<file path="src/rtl/mem_arbiter.sv">
// rtl/mem_arbiter.sv - fixed-priority core/loader arbiter for the unified memory port
module mem_arbiter #(
  parameter int ADDR_W     = 32,
  parameter int DATA_W     = 32,
  parameter int MEM_LAT    = 1,
  parameter int STARVE_LIM = 4
) (
  input  logic              clk,
  input  logic              rst,
  input  logic              c_req,
  input  logic              c_we,
  input  logic [ADDR_W-1:0] c_addr,
  input  logic [DATA_W-1:0] c_wdata,
  output logic              c_gnt,
  output logic              c_rvalid,
  output logic [DATA_W-1:0] c_rdata,
  input  logic              l_req,
  input  logic              l_we,
  input  logic [ADDR_W-1:0] l_addr,
  input  logic [DATA_W-1:0] l_wdata,
  output logic              l_gnt,
  output logic              l_rvalid,
  output logic [DATA_W-1:0] l_rdata,
  output logic              m_en,
  output logic              m_we,
  output logic [ADDR_W-1:0] m_addr,
  output logic [DATA_W-1:0] m_wdata,
  input  logic [DATA_W-1:0] m_rdata,
  output logic              core_stall
);

  localparam int CNT_W = $clog2(MEM_LAT + 1);
  localparam int STV_W = $clog2(STARVE_LIM + 1);

  typedef enum logic {IDLE, WAIT} state_t;

  state_t           state_q, state_d;
  logic [CNT_W-1:0] cnt_q, cnt_d;
  logic [STV_W-1:0] starve_q, starve_d;
  logic             pend_q, pend_d;
  logic             own_l_q, own_l_d;
  logic             can_grant, gnt_c, gnt_l, rsp_fire;

  always_ff @(posedge clk) begin
    if (rst) begin
      state_q  <= IDLE;
      cnt_q    <= '0;
      starve_q <= '0;
      pend_q   <= 1'b0;
      own_l_q  <= 1'b0;
    end else begin
      state_q  <= state_d;
      cnt_q    <= cnt_d;
      starve_q <= starve_d;
      pend_q   <= pend_d;
      own_l_q  <= own_l_d;
    end
  end

  always_comb begin
    state_d  = state_q;
    cnt_d    = cnt_q;
    starve_d = starve_q;
    pend_d   = pend_q;
    own_l_d  = own_l_q;
    gnt_c    = 1'b0;
    gnt_l    = 1'b0;
    m_en     = 1'b0;
    m_we     = 1'b0;
    m_addr   = '0;
    m_wdata  = '0;

    // With MEM_LAT==1 the response cycle is an IDLE cycle with a pending read.
    rsp_fire  = pend_q && ((state_q == IDLE) || (cnt_q == '0));
    can_grant = (state_q == IDLE) || (cnt_q == '0);

    if (rsp_fire)
      pend_d = 1'b0;
    if (state_q == WAIT) begin
      if (cnt_q == '0)
        state_d = IDLE;
      else
        cnt_d = cnt_q - CNT_W'(1);
    end

    if (can_grant && !rst) begin
      if (l_req && !(c_req && (starve_q == STV_W'(STARVE_LIM))))
        gnt_l = 1'b1;
      else if (c_req)
        gnt_c = 1'b1;
    end

    if (gnt_l) begin
      m_en    = 1'b1;
      m_we    = l_we;
      m_addr  = l_addr;
      m_wdata = l_wdata;
    end else if (gnt_c) begin
      m_en    = 1'b1;
      m_we    = c_we;
      m_addr  = c_addr;
      m_wdata = c_wdata;
    end

    // A read issued in the response cycle re-arms the pending flag.
    if (m_en && !m_we) begin
      pend_d  = 1'b1;
      own_l_d = gnt_l;
      cnt_d   = CNT_W'(MEM_LAT - 1);
      state_d = (MEM_LAT > 1) ? WAIT : IDLE;
    end

    if (gnt_c || !c_req)
      starve_d = '0;
    else if (gnt_l && (starve_q != STV_W'(STARVE_LIM)))
      starve_d = starve_q + STV_W'(1);
  end

  assign c_gnt      = gnt_c;
  assign l_gnt      = gnt_l;
  assign c_rvalid   = rsp_fire && !own_l_q && !rst;
  assign l_rvalid   = rsp_fire && own_l_q && !rst;
  assign c_rdata    = m_rdata;
  assign l_rdata    = m_rdata;
  assign core_stall = c_req && !gnt_c && !rst;

endmodule

</file>
<file path="config.mk">
export PLATFORM = sky130hd
export DESIGN_NAME = mem_arbiter
export DESIGN_NICKNAME = d
export VERILOG_FILES = /design/src/rtl/mem_arbiter.sv
export SDC_FILE = /design/constraint.sdc
export NUM_CORES = 1
export LEC_CHECK = 0
export CAP_MARGIN = 25
export CORE_AREA = 2 2 117 119
export DETAILED_ROUTE_END_ITERATION = 8
export DIE_AREA = 0 0 119 121
export SLEW_MARGIN = 20
export SYNTH_ARGS = -nofsm -noshare
export SYNTH_HDL_FRONTEND = slang
export SYNTH_SLANG_ARGS = --single-unit
</file>
<file path="constraint.sdc">
create_clock -name clk -period 3.5 [get_ports clk]
set_input_delay 0.525 -clock clk [delete_from_list [all_inputs] [get_ports clk]]
set_output_delay 0.525 -clock clk [all_outputs]
set_load 0.005 [all_outputs]
</file>
==> run metrics <==
Initial Util 10.8%; final core occ 25.0%; top post-synthesis cells by area a22o_1 (40%), buf_4 (38%), dfxtp_1 (7.1%); number of synthesis warnings 0; IO Pins 301; initial drt markers 56; CP Buf/Inv Count 4; Final Hold Viols 0; Hold WC Path Type reg2reg; Worst Skew 1.56 ps; endpoints failing setup 0; CP max stage cell clkdlybuf4s50_1; Post-Synth XOR/XNOR Area 0%; initial antenna violation count 0; pin count of the biggest net entering global routing 46; post-synthesis mux area share 0.705%; most used cell, CP clkdlybuf4s50_1; Max IR drop VDD 216 µV; WHS 513 ps; H-Tree Depth 1; DP Worst Slack 416 ps; clk slew on worst S/H paths 30 ps; Rel. slew slack 76.4%; Max-Cap Viols 0; crit path cell chain clkdlybuf4s50_1 > inv_1 > a311oi_4 > buf_12 > a22o_1 > clkdlybuf4s50_1; Antenna diodes 0; Avg WL per Cell 15.2 µm; Largest stage delay, worst path 600 ps; die width 119 µm; Post-CTS Resized 0; Row Count 42; Yosys top cell area share 40.1%; CP max FO 45; Tot GR Track Use 9.73%; status completed; Mapped Area 1420 µm²; Antenna Nets Post-Route 0; gpl congestion 0.870; CTS Buf Count 3; CTS Sinks 5; Area growth, synth to finish 130%; core footprint 13,100 µm²; GR Overflow Total 0; Compound-Gate Fraction of Synth Area 43.8%; main combinational cell family by area after synthesis compound AO/OA/AOI/OAI gates; power per cell area 184 nW/µm²; nets 478; pins over their slew limit 0; Multi-input gate area 752 µm²; fin crit period 3070 ps; 1st-pass router iterations 4; unrepaired setup endpoints after global routing no; post-synthesis sequential area ratio 7.05%; layout cells sized above 1 3.24%; Worst Setup Slack, final 432 ps; switching power 0.000139 W; Clk pwr share 31.7%; sum of negative setup slack 0 ps; crit path DAT 2540 ps; register area 100 µm²; Clock Path Buffers 2; post-synth net total 343; DR vias/cell 3.90; Comb power frac 58.1%; clock latency on the worst-skew pair 230 ps; Via Count 1,891; Worst EP required 2970 ps; cell count after synthesis 175; Hold Buf Count CTS 0; P_int 0.000462 W; vias in the first global route 2,046; Setup Buffers After CTS 0; CP top delay family buffers and inverters; Die Ht 121 µm; Worst Tran Pin Value 352 ps; Setup crit start kind primary input; total power 0.000600 W; routed wire length 7380 µm; IO buf count 204; Syn Area/Cell 8.11 µm²; count of cell types in the netlist 22; die area 14,400 µm²; adder-cell share of the synthesized area 1.76%; fillers 1,387; leak pwr 1.19 nW; Yosys reg bits 5; CP endpoint kind output port; CTS tree built; CTS root buf clkbuf_16; area leader, netlist a22o_1; final period utilization 87.7%; sw frac 23.1%; Crit Path Class in2out; DRC Markers 0; Fmax 326 MHz; area share of and/or/nand/nor cells after synthesis 5.38%; part of the power in registers 10.2%; DP Wirelength 6220 µm; first-pass GRT wire length 11,200 µm
worst reg2reg max path, cell delays in order (launching register included):
cell and delay (ps):
dfxtp_1 300, inv_1 70, ha_1 270, nand2_1 150, a211oi_4 310, buf_4 310
a221oi_1 150
cell usage in the layout (no fill, tap or decap):
master	n
nand3b_1	1
a211oi_4	1
mux2i_1	1
dfxtp_1	5
a22o_1	65
o22ai_1	1
clkbuf_16	3
buf_4	2
and2_1	2
ha_1	2
inv_1	5
a221oi_1	1
nand3_1	1
or2_2	1
nor3b_1	2
nand2b_1	1
and3b_1	1
clkdlybuf4s50_1	204
nand2_1	1
a21oi_1	2
a311oi_4	1
clkbuf_1	1
nor2_1	3
buf_12	2
sequential cells by signal, indices dropped and copies added, names as in the netlist:
signal	flops
starve_q	3
own_l_q	1
pend_q	1
cell usage after synthesis (all sizes together):
| cell | count |
|---|---|
| dfxtp | 5 |
| mux2i | 1 |
| and3b | 1 |
| nand3 | 1 |
| clkbuf | 1 |
| ha | 2 |
| and2 | 2 |
| buf | 77 |
| a22o | 65 |
| a211oi | 1 |
| a21oi | 2 |
| nand3b | 1 |
| nand2 | 1 |
| o22ai | 1 |
| nor3b | 2 |
| a311oi | 1 |
| inv | 5 |
| nand2b | 1 |
| a221oi | 1 |
| nor2 | 3 |
| or2 | 1 |
power by group through the flow:
stage,logic (W),registers (W),clock network (W)
after floorplan,0.000142,0.0000618,0
after global placement,0.000348,0.0000621,0
after detailed placement,0.000350,0.0000623,0
after CTS,0.000352,0.0000615,0.000191
after global routing,0.000371,0.0000619,0.000195
final,0.000349,0.0000614,0.000190
metal layers:
| layer | wire [µm] | GRT usage, % | vias to the layer above |
|---|---|---|---|
| met5 | 0 | 0 | - |
| met4 | 184 | 3.72 | 0 |
| met3 | 712 | 2.73 | 26 |
| met2 | 3960 | 18.6 | 137 |
| met1 | 2530 | 9.99 | 870 |
| li1 | - | - | 858 |
layout make-up:
class	instances	area share (%)
Timing Repair Buffer	208	64.2
Tap cell	176	6.74
Sequential cell	5	3.06
Multi-Input combinational cell	87	23.0
Inverter	5	0.574
Clock buffer	4	2.41
kinds of logic (layout without fill, tap and decap cells):
group,Yosys count,after routing
AOI/OAI and AO/OA,71,71
muxes,1,1
DFF,5,5
adders and majority gates,2,2
and+or+nand+nor,13,13
buffers and inverters,83,217
per-stage QoR:
stage,cells,cell area [µm²]
floorplan,175,1420
global placement,481,3190
detailed placement,481,3190
CTS,485,3270
global route,485,3270
finish,485,3270
worst paths after layout:
kind / from / end / slack (ps) / depth (start not counted)
worst max-delay path: l_req / m_wdata[7] / 430 / 6
worst min-delay path: starve_q[0] / starve_q[0] / 510 / 2
worst max register to register: starve_q[0] / pend_q / 1790 / 6
worst min register to register: starve_q[0] / starve_q[0] / 510 / 2
(Power assumes the default switching activity.)
